`src/rtl/lsu_if.sv`:
```
// Execute-side handshake and data-memory bus signals of the sbmips load/store unit.
// slave is the unit's view; master is the view of whatever surrounds it.
interface lsu_if;
    logic        in_valid;
    logic        in_ready;
    logic [5:0]  in_op;
    logic [31:0] in_addr;
    logic [31:0] in_wdata;
    logic [4:0]  in_rd;
    logic        mem_req;
    logic        mem_we;
    logic [3:0]  mem_be;
    logic [31:0] mem_addr;
    logic [31:0] mem_wdata;
    logic        mem_ack;
    logic [31:0] mem_rdata;
    logic        out_valid;
    logic        out_load;
    logic [4:0]  out_rd;
    logic [31:0] out_data;
    logic [1:0]  out_exc;
    logic [31:0] out_badvaddr;

    modport slave (
        input  in_valid, in_op, in_addr, in_wdata, in_rd, mem_ack, mem_rdata,
        output in_ready, mem_req, mem_we, mem_be, mem_addr, mem_wdata,
        output out_valid, out_load, out_rd, out_data, out_exc, out_badvaddr
    );

    modport master (
        output in_valid, in_op, in_addr, in_wdata, in_rd, mem_ack, mem_rdata,
        input  in_ready, mem_req, mem_we, mem_be, mem_addr, mem_wdata,
        input  out_valid, out_load, out_rd, out_data, out_exc, out_badvaddr
    );
endinterface

```
`src/rtl/lsu.sv`:
```
// Load/store unit: one request/ack bus transaction per memory op, with
// alignment/opcode exceptions reported without touching the bus.
module lsu (
    input  logic clk,
    input  logic rst,
    lsu_if.slave bus
);
    localparam logic [5:0] OP_LB  = 6'h20;
    localparam logic [5:0] OP_LH  = 6'h21;
    localparam logic [5:0] OP_LW  = 6'h23;
    localparam logic [5:0] OP_LBU = 6'h24;
    localparam logic [5:0] OP_LHU = 6'h25;
    localparam logic [5:0] OP_SB  = 6'h28;
    localparam logic [5:0] OP_SH  = 6'h29;
    localparam logic [5:0] OP_SW  = 6'h2b;

    typedef enum logic [1:0] {IDLE, BUS, RESP} state_e;

    state_e      state_q, state_d;
    logic [5:0]  op_q, op_d;
    logic [1:0]  lane_q, lane_d;
    logic        mem_req_q, mem_req_d;
    logic        mem_we_q, mem_we_d;
    logic [3:0]  mem_be_q, mem_be_d;
    logic [31:0] mem_addr_q, mem_addr_d;
    logic [31:0] mem_wdata_q, mem_wdata_d;
    logic        out_valid_q, out_valid_d;
    logic        out_load_q, out_load_d;
    logic [4:0]  out_rd_q, out_rd_d;
    logic [31:0] out_data_q, out_data_d;
    logic [1:0]  out_exc_q, out_exc_d;
    logic [31:0] out_badvaddr_q, out_badvaddr_d;

    logic        is_load, is_store, is_half, is_word, misaligned;
    logic [1:0]  exc_c;
    logic [3:0]  be_c;
    logic [31:0] wd_c;
    logic [7:0]  byte_c;
    logic [15:0] half_c;
    logic [31:0] load_c;

    // Decode of the operation currently presented by execute.
    always_comb begin
        is_load  = 1'b0;
        is_store = 1'b0;
        is_half  = 1'b0;
        is_word  = 1'b0;
        unique case (bus.in_op)
            OP_LB, OP_LBU: is_load = 1'b1;
            OP_LH, OP_LHU: begin is_load = 1'b1; is_half = 1'b1; end
            OP_LW:         begin is_load = 1'b1; is_word = 1'b1; end
            OP_SB:         is_store = 1'b1;
            OP_SH:         begin is_store = 1'b1; is_half = 1'b1; end
            OP_SW:         begin is_store = 1'b1; is_word = 1'b1; end
            default: ;
        endcase
        misaligned = (is_half && bus.in_addr[0]) || (is_word && (bus.in_addr[1:0] != 2'b00));
        if (!is_load && !is_store) exc_c = 2'd3;
        else if (misaligned)       exc_c = is_load ? 2'd1 : 2'd2;
        else                       exc_c = 2'd0;
        if (is_word) begin
            be_c = 4'b1111;
            wd_c = bus.in_wdata;
        end else if (is_half) begin
            be_c = 4'b0011 << bus.in_addr[1:0];
            wd_c = {2{bus.in_wdata[15:0]}};
        end else begin
            be_c = 4'b0001 << bus.in_addr[1:0];
            wd_c = {4{bus.in_wdata[7:0]}};
        end
    end

    // Load extraction from the returned word using the latched op and lane.
    always_comb begin
        unique case (lane_q)
            2'd0:    byte_c = bus.mem_rdata[7:0];
            2'd1:    byte_c = bus.mem_rdata[15:8];
            2'd2:    byte_c = bus.mem_rdata[23:16];
            default: byte_c = bus.mem_rdata[31:24];
        endcase
        half_c = lane_q[1] ? bus.mem_rdata[31:16] : bus.mem_rdata[15:0];
        unique case (op_q)
            OP_LB:   load_c = {{24{byte_c[7]}}, byte_c};
            OP_LBU:  load_c = {24'h0, byte_c};
            OP_LH:   load_c = {{16{half_c[15]}}, half_c};
            OP_LHU:  load_c = {16'h0, half_c};
            OP_LW:   load_c = bus.mem_rdata;
            default: load_c = '0;
        endcase
    end

    always_comb begin
        state_d        = state_q;
        op_d           = op_q;
        lane_d         = lane_q;
        mem_req_d      = mem_req_q;
        mem_we_d       = mem_we_q;
        mem_be_d       = mem_be_q;
        mem_addr_d     = mem_addr_q;
        mem_wdata_d    = mem_wdata_q;
        out_valid_d    = 1'b0;
        out_load_d     = out_load_q;
        out_rd_d       = out_rd_q;
        out_data_d     = out_data_q;
        out_exc_d      = out_exc_q;
        out_badvaddr_d = out_badvaddr_q;
        unique case (state_q)
            IDLE: if (bus.in_valid) begin
                op_d       = bus.in_op;
                lane_d     = bus.in_addr[1:0];
                out_rd_d   = bus.in_rd;
                out_load_d = is_load;
                if (exc_c != 2'd0) begin
                    state_d        = RESP;
                    out_valid_d    = 1'b1;
                    out_exc_d      = exc_c;
                    out_badvaddr_d = bus.in_addr;
                    out_data_d     = '0;
                end else begin
                    state_d     = BUS;
                    mem_req_d   = 1'b1;
                    mem_we_d    = is_store;
                    mem_addr_d  = {bus.in_addr[31:2], 2'b00};
                    mem_be_d    = be_c;
                    mem_wdata_d = wd_c;
                end
            end
            BUS: if (bus.mem_ack) begin
                state_d        = RESP;
                mem_req_d      = 1'b0;
                out_valid_d    = 1'b1;
                out_exc_d      = 2'd0;
                out_badvaddr_d = '0;
                out_data_d     = load_c;
            end
            RESP:    state_d = IDLE;
            default: state_d = IDLE;
        endcase
    end

    always_ff @(posedge clk) begin
        if (rst) begin
            state_q        <= IDLE;
            op_q           <= '0;
            lane_q         <= '0;
            mem_req_q      <= 1'b0;
            mem_we_q       <= 1'b0;
            mem_be_q       <= '0;
            mem_addr_q     <= '0;
            mem_wdata_q    <= '0;
            out_valid_q    <= 1'b0;
            out_load_q     <= 1'b0;
            out_rd_q       <= '0;
            out_data_q     <= '0;
            out_exc_q      <= '0;
            out_badvaddr_q <= '0;
        end else begin
            state_q        <= state_d;
            op_q           <= op_d;
            lane_q         <= lane_d;
            mem_req_q      <= mem_req_d;
            mem_we_q       <= mem_we_d;
            mem_be_q       <= mem_be_d;
            mem_addr_q     <= mem_addr_d;
            mem_wdata_q    <= mem_wdata_d;
            out_valid_q    <= out_valid_d;
            out_load_q     <= out_load_d;
            out_rd_q       <= out_rd_d;
            out_data_q     <= out_data_d;
            out_exc_q      <= out_exc_d;
            out_badvaddr_q <= out_badvaddr_d;
        end
    end

    assign bus.in_ready     = (state_q == IDLE);
    assign bus.mem_req      = mem_req_q;
    assign bus.mem_we       = mem_we_q;
    assign bus.mem_be       = mem_be_q;
    assign bus.mem_addr     = mem_addr_q;
    assign bus.mem_wdata    = mem_wdata_q;
    assign bus.out_valid    = out_valid_q;
    assign bus.out_load     = out_load_q;
    assign bus.out_rd       = out_rd_q;
    assign bus.out_data     = out_data_q;
    assign bus.out_exc      = out_exc_q;
    assign bus.out_badvaddr = out_badvaddr_q;
endmodule

```
`src/flat_wrapper.sv`:
```
// flat-port wrapper written by rule: the top's interface ports become plain ports
module lsu_flat 
  (clk, rst, bus_in_valid, bus_in_op, bus_in_addr, bus_in_wdata, bus_in_rd, bus_mem_ack, bus_mem_rdata, bus_in_ready, bus_mem_req, bus_mem_we, bus_mem_be, bus_mem_addr, bus_mem_wdata, bus_out_valid, bus_out_load, bus_out_rd, bus_out_data, bus_out_exc, bus_out_badvaddr);
  lsu_if bus_i ();
  input  logic clk;
  input  logic rst;
  input wire logic [$bits(bus_i.in_valid)-1:0] bus_in_valid;
  input wire logic [$bits(bus_i.in_op)-1:0] bus_in_op;
  input wire logic [$bits(bus_i.in_addr)-1:0] bus_in_addr;
  input wire logic [$bits(bus_i.in_wdata)-1:0] bus_in_wdata;
  input wire logic [$bits(bus_i.in_rd)-1:0] bus_in_rd;
  input wire logic [$bits(bus_i.mem_ack)-1:0] bus_mem_ack;
  input wire logic [$bits(bus_i.mem_rdata)-1:0] bus_mem_rdata;
  output wire logic [$bits(bus_i.in_ready)-1:0] bus_in_ready;
  output wire logic [$bits(bus_i.mem_req)-1:0] bus_mem_req;
  output wire logic [$bits(bus_i.mem_we)-1:0] bus_mem_we;
  output wire logic [$bits(bus_i.mem_be)-1:0] bus_mem_be;
  output wire logic [$bits(bus_i.mem_addr)-1:0] bus_mem_addr;
  output wire logic [$bits(bus_i.mem_wdata)-1:0] bus_mem_wdata;
  output wire logic [$bits(bus_i.out_valid)-1:0] bus_out_valid;
  output wire logic [$bits(bus_i.out_load)-1:0] bus_out_load;
  output wire logic [$bits(bus_i.out_rd)-1:0] bus_out_rd;
  output wire logic [$bits(bus_i.out_data)-1:0] bus_out_data;
  output wire logic [$bits(bus_i.out_exc)-1:0] bus_out_exc;
  output wire logic [$bits(bus_i.out_badvaddr)-1:0] bus_out_badvaddr;
  assign bus_i.in_valid = bus_in_valid;
  assign bus_i.in_op = bus_in_op;
  assign bus_i.in_addr = bus_in_addr;
  assign bus_i.in_wdata = bus_in_wdata;
  assign bus_i.in_rd = bus_in_rd;
  assign bus_i.mem_ack = bus_mem_ack;
  assign bus_i.mem_rdata = bus_mem_rdata;
  assign bus_in_ready = bus_i.in_ready;
  assign bus_mem_req = bus_i.mem_req;
  assign bus_mem_we = bus_i.mem_we;
  assign bus_mem_be = bus_i.mem_be;
  assign bus_mem_addr = bus_i.mem_addr;
  assign bus_mem_wdata = bus_i.mem_wdata;
  assign bus_out_valid = bus_i.out_valid;
  assign bus_out_load = bus_i.out_load;
  assign bus_out_rd = bus_i.out_rd;
  assign bus_out_data = bus_i.out_data;
  assign bus_out_exc = bus_i.out_exc;
  assign bus_out_badvaddr = bus_i.out_badvaddr;
  lsu u_core (.clk(clk), .rst(rst), .bus(bus_i));
endmodule
```
`config.mk`:
```
export PLATFORM = sky130hd
export DESIGN_NAME = lsu_flat
export DESIGN_NICKNAME = d
export VERILOG_FILES = /design/src/rtl/lsu_if.sv /design/src/rtl/lsu.sv /design/src/flat_wrapper.sv
export SDC_FILE = /design/constraint.sdc
export NUM_CORES = 1
export LEC_CHECK = 0
export CAP_MARGIN = 40
export CELL_PAD_IN_SITES_DETAIL_PLACEMENT = 1
export CELL_PAD_IN_SITES_GLOBAL_PLACEMENT = 2
export CORE_MARGIN = 3
export CORE_UTILIZATION = 25
export CTS_BUF_LIST = sky130_fd_sc_hd__clkbuf_4 sky130_fd_sc_hd__clkbuf_8
export DETAILED_ROUTE_END_ITERATION = 10
export PLACE_DENSITY_LB_ADDON = 0.1
export SLEW_MARGIN = 20
export SYNTH_ARGS = -nofsm -noshare
export SYNTH_HDL_FRONTEND = slang
export SYNTH_SLANG_ARGS = --single-unit
```
`constraint.sdc`:
```
create_clock -name clk -period 2.86 [get_ports clk]
set_clock_uncertainty 0.2 [all_clocks]
set_input_delay 0.572 -clock clk [delete_from_list [all_inputs] [get_ports clk]]
set_output_delay 0.572 -clock clk [all_outputs]
set_load 0.005 [all_outputs]
```
==> out/metrics.yaml, run 1 <==
status: "complete, no violations"
cts_setup_buffers: 0
critPathCaptureType: "flip-flop"
worstMarginPinSlew_ps: 840
slew-limit-headroom_pct: 44.0
drive_above_1_share_pct: 10.5
synthTopCellsByArea: "dfxtp_1, nand2_1, a21oi_1, nand3_1, nand3b_1"
gp_congestion: 0.784
path_clk_slew_ps: 100
drt-total-wl_mm: 26.5
grt.overflow.total: 0
rr_worst_depth: 5
min_from: "u_core.bus.mem_wdata[3]"
syn_avg_cell_area_um2: 8.26
hp-class: "reg -> reg"
grt_use_total_pct: 17.8
cts_tree: "yes"
holdBufCountCts: 0
synth_seq_cells: 151
antenna_found_initial: 0
synth-edff-count: 0
cts_max_path_buffers: 2
critPathRequiredTime_ps: 3020
ys.flop_type: "dfxtp_1"
grt_pass1_wl_mm: 40.6
die_area_um2: 29100
rr_startpoint: "u_core.op_q[1]"
synthesis.area_um2: 6780
synth_common_cells: "nand2_1, dfxtp_1, a21oi_1"
grt_max_degree: 122
drv_cap: 0
place_hpwl_mm: 19.3
leakagePower_nw: 3.51
drc: 0
crit_path_start: "bus_in_op[2]"
synth-async-reset-ratio_pct: 0
syn_inst: 820
drv_slew: 0
r2r_end: "u_core.bus.out_data[20]"
p_per_area_nw_per_um2: 462
grt_pass1_vias: 6914
clkSinkCount: 151
routedWlPerCell_um: 18.7
cts_buffers: 17
hold_path_end: "u_core.bus.mem_wdata[3]"
synth.distinct_cells: 48
numPortBuffers: 252
timing.final.crit_share_pct: 82.8
ios: 255
min_period_ps: 2370
synth_most_common_cell: "nand2_1"
yosys_warnings: 0
whs_path_depth: 2
setup_viol: 0
ys_seq_area_share_pct: 44.6
post_cts_resized: 0
avgViaCountPerCell: 4.88
drtIter0Drc: 392
layout.nets: 1177
r2r_slack_ps: 560
start_util_pct: 25.7
yosys.area.top_type_share_pct: 44.6
clk_latency_ps: 450
crit_arrival_ps: 2530
whs_ps: 258
num_rows: 59
hold_violations: 0
clockRootBuffer: "clkbuf_8"
max-vdd-ir-drop_uv: 259
syn2layout_area_growth_pct: 50.2
rsz0062_at_grt: "no"
yosysTopAreaCell: "dfxtp_1"
first_pass_iters: 5
die_w_um: 171
dp.cells: 1382
htreeDepth: 4
setup.worst_path.class: "in -> reg"
ant_nets: 0
vias: 6900
fin_cells: 1415
startpoint_type: "input pin"
die_y_um: 171
max_freq_ghz: 0.422
critPathMaxFanout: 25
coreArea_um2: 26400
stage by stage:
stage               setup TNS, ps  util, %  setup WS (ps)  area, um2  power, mW
floorplan                       0        -            594       6780       2.65
global placement                0     37.2           66.4       9800       3.13
detailed placement          -1.58     37.2          -1.58       9800       3.14
CTS                             0     38.6            428      10200       4.79
global route                    0     38.6            320      10200       4.95
finish                          0     38.6            492      10200       4.70
state kept, by name, indices dropped and copies added (netlist names), 2 cells and up:
| name | count |
|---|---|
| u_core.state_q | 2 |
| u_core.bus.mem_wdata | 32 |
| u_core.bus.out_badvaddr | 32 |
| u_core.bus.out_rd | 5 |
| u_core.bus.mem_addr | 30 |
| u_core.bus.mem_be | 4 |
| u_core.bus.out_exc | 2 |
| u_core.lane_q | 2 |
| u_core.op_q | 6 |
| u_core.bus.out_data | 32 |
routing by layer:
metal | track usage [%] | vias up | routed length [um]
met4 | 3.39 | 0 | 206
met1 | 25.6 | 3299 | 12900
met3 | 4.23 | 16 | 1680
met2 | 27.3 | 201 | 11600
li1 | - | 3384 | -
met5 | 0 | - | 0
cells in the final DEF (no fill, tap or decap), types with 4 or more instances in the layout:
cell type,n
o21ai_0,25
buf_4,35
a22oi_1,9
mux2_2,8
nand3_1,70
nand3b_1,26
nor2_1,42
nor3_1,6
o211ai_1,9
inv_6,5
clkbuf_8,17
mux2i_1,10
a22o_1,7
nor2b_1,4
o31ai_2,11
clkdlybuf4s50_1,251
a21oi_1,122
buf_12,9
nand2_1,185
dfxtp_1,151
a311oi_1,18
o31ai_1,6
mux4_2,8
worst max-delay path by stage:
stage,endpoint,depth (start not counted)
global route,u_core.bus.mem_wdata[16],7
floorplan,u_core.state_q[0],9
CTS,bus_in_ready,2
detailed placement,u_core.bus.mem_wdata[16],7
finish,u_core.bus.mem_wdata[16],7
global placement,u_core.bus.mem_wdata[12],7
cells by family (layout without fill, tap and decap cells):
family / Yosys count / in the layout / synth area share (%)
buffers and inverters: 72 / 330 / 5.48
AOI/OAI and AO/OA: 222 / 222 / 21.1
other: 1 / 3 / 0.0553
DFF: 151 / 151 / 44.6
muxes: 26 / 26 / 5.47
and+or+nand+nor: 348 / 348 / 23.3
cell type report:
cell class,instances,area (um2)
diodes,1,2.50
clock buffers,18,241
clock inverters,14,134
fillers,3113,16200
inverters,3,11.3
multi-input cells,598,3390
flip-flops and latches,151,3020
well taps,335,419
repair buffers,295,2960
power by group:
part / switching [mW] / leakage (nW) / internal [mW]
combinational: 0.415 / 2.10 / 0.433
clock: 0.974 / 0.183 / 0.650
sequential: 0.0507 / 1.23 / 2.18
total: 1.44 / 3.51 / 3.26
worst max-delay path, stage by stage:
cell,delay (ps)
clkdlybuf4s50_1,570
and4b_1,250
o211ai_4,260
and3_2,340
buf_12,210
nor2_1,60
a311oi_1,260
Note: power is estimated with default switching activity, not from simulation.
==> run 2: changes to the inputs <==
--- a/config.mk
+++ b/config.mk
@@ -9,7 +9,7 @@
 export CELL_PAD_IN_SITES_DETAIL_PLACEMENT = 1
 export CELL_PAD_IN_SITES_GLOBAL_PLACEMENT = 2
 export CORE_MARGIN = 3
-export CORE_UTILIZATION = 25
+export CORE_UTILIZATION = 23
 export CTS_BUF_LIST = sky130_fd_sc_hd__clkbuf_4 sky130_fd_sc_hd__clkbuf_8
 export DETAILED_ROUTE_END_ITERATION = 10
 export PLACE_DENSITY_LB_ADDON = 0.1
==> constraint.sdc (replaced) <==
create_clock -name clk -period 1.9 [get_ports clk]
set_clock_uncertainty 0.2 [all_clocks]
set_input_delay 0.38 -clock clk [delete_from_list [all_inputs] [get_ports clk]]
set_output_delay 0.38 -clock clk [all_outputs]
set_load 0.005 [all_outputs]
==> run 2 against run 1 <==
Clock-buffer cell count rose by 1. Hold slack lost 54 ps. Global-route usage increased by 0.37 points. Setup slack worse by 480 ps. Combinational power rose by 78%. Non-clock buffer count grew 78. Power is 62% higher. Routed wire length increased by 9.5%. Sequential power grew 50%. First-iteration DRC count is 21% lower. Flip-flop and latch count stayed put. Largest cell class is now buffers.
==> out/metrics.yaml, run 2 (same netlist as run 1, synthesis figures left out) <==
status: "complete, no violations"
first_pass_iters: 4  # -1
antenna_found_initial: 1  # +1
coreArea_um2: 28900  # +9.5%
numPortBuffers: 252  # unchanged
p_per_area_nw_per_um2: 669  # +45%
start_util_pct: 23.5  # -2.2 points
max-vdd-ir-drop_uv: 422  # +63%
crit_path_top_delay_cell: "dfxtp_4"
routedWlPerCell_um: 18.8  # +0.45%
fin_setup_tns_ps: 0  # unchanged
worstMarginPinSlew_ps: 498  # -342 ps
final_area_um2: 11400  # +12%
drt-total-wl_mm: 29.0  # +9.5%
slowest_delay_ps: 370  # -200 ps
dpl_cell_area_um2: 10500  # +6.7%
grt_max_degree: 58  # -52%
critPathRequiredTime_ps: 2050  # -970 ps
grt_pass1_wl_mm: 44.8  # +10%
ios: 255  # unchanged
setup_viol: 0  # unchanged
hold_violations: 0  # unchanged
hp-class: "in -> reg"
cts_buffers: 17  # unchanged
post-route-util_pct: 39.4  # +0.76 points
startpoint_type: "flip-flop"
holdBufCountCts: 0  # unchanged
die_w_um: 178  # +4.1%
syn2layout_area_growth_pct: 67.7
cts_max_path_buffers: 2  # unchanged
htreeDepth: 4  # unchanged
place_hpwl_mm: 20.4  # +5.5%
setup.worst_path.class: "reg -> reg"
critPathMaxFanout: 11  # -56%
grt.overflow.total: 0  # unchanged
leakagePower_nw: 4.99  # +42%
die_area_um2: 31600  # +8.4%
avgViaCountPerCell: 4.70  # -3.6%
clk_latency_ps: 450  # about the same
vias: 7245  # +5.0%
timing.final.crit_share_pct: 99.3
cts_tree: "yes"
worstPathCellList: "buf_12, nor2b_1, o21a_1, a211oi_4, buf_6, a21oi_1, o31ai_2"
max_freq_ghz: 0.530
clockRootBuffer: "clkbuf_8"
clkSinkCount: 151  # unchanged
layout_setup_ws_ps: 12.9  # -479 ps
rsz0062_at_grt: "yes"
place_worst_setup_slack_ps: -699  # -698 ps
die_y_um: 178  # +4.1%
gp_congestion: 0.783  # -0.10%
final_cell_mix: "nand2_1, dlygate4sd2_1, a21oi_1"
drv_cap: 0  # unchanged
grt_use_total_pct: 18.2  # +0.37 points
drc: 0  # unchanged
drv_slew: 0  # unchanged
final_common_cell: "nand2_1"
grt_pass1_vias: 7579  # +9.6%
path_clk_slew_ps: 100  # about the same
critPathCaptureType: "flip-flop"
drive_above_1_share_pct: 27.1  # +17 points
ant_nets: 0  # unchanged
layout.nets: 1255  # +6.6%
num_rows: 62  # +5.1%
min_period_ps: 1890
crit_arrival_ps: 2040  # -490 ps
slew-limit-headroom_pct: 66.6  # +23 points
drtIter0Drc: 310  # -21%
-- run 2: worst paths after layout --
path | start | endpoint | slack, ps | depth (start not counted)
worst max-delay path | u_core.lane_q[0] | u_core.bus.out_data[27] | 10 | 7
worst min-delay path | bus_in_op[5] | u_core.op_q[5] | 200 | 4
worst max register to register | u_core.lane_q[0] | u_core.bus.out_data[27] | 10 | 7
worst min register to register | u_core.bus.out_exc[1] | u_core.bus.out_exc[1] | 260 | 2
-- run 2: layout make-up --
cell class | instances | area (um2)
fill | 3358 | 17500
timing repair buffer | 373 | 3720
multi-input combinational | 598 | 3600
sequential | 151 | 3130
tap | 384 | 480
clock buffer | 19 | 262
clock inverter | 13 | 158
inverter | 3 | 11.3
antenna | 1 | 2.50
-- run 2: power by group --
| part | internal [mW] | switching [mW] | leakage (nW) | total (mW) |
|---|---|---|---|---|
| Sequential | 3.29 | 0.0669 | 1.27 | 3.35 |
| Clock | 1.28 | 1.46 | 0.204 | 2.74 |
| Combinational | 0.792 | 0.720 | 3.52 | 1.51 |
-- run 2: worst max-delay path, delay by kind of cell (launching register included) --
kind	cells	cell delay (ps)
flops	1	370
compound gates	4	750
buf+inv	2	330
simple gates	1	130
-- run 2: what timing repair did --
item                       in CTS  in global routing
pin swaps                      14                 14
cloned                          6                  0
gates resized for setup       225                 63
setup buffers                   9                  2
setup endpoints to repair     268                119
-- run 2: metrics by stage --
step | hold slack, ps | total power, mW | instances
after detailed placement | 246 | 4.86 | 1493
after global routing | 180 | 7.99 | 1542
after global placement | 239 | 4.86 | 1493
final | 204 | 7.60 | 1542
after floorplan | 245 | 4.00 | 821
after CTS | 206 | 7.68 | 1539
-- run 2: per-layer routing --
metal  routed length, um  track usage, %
met1               14500            26.3
met2               13000            28.2
met3                1260            3.27
met4                 221            3.60
met5                   0               0
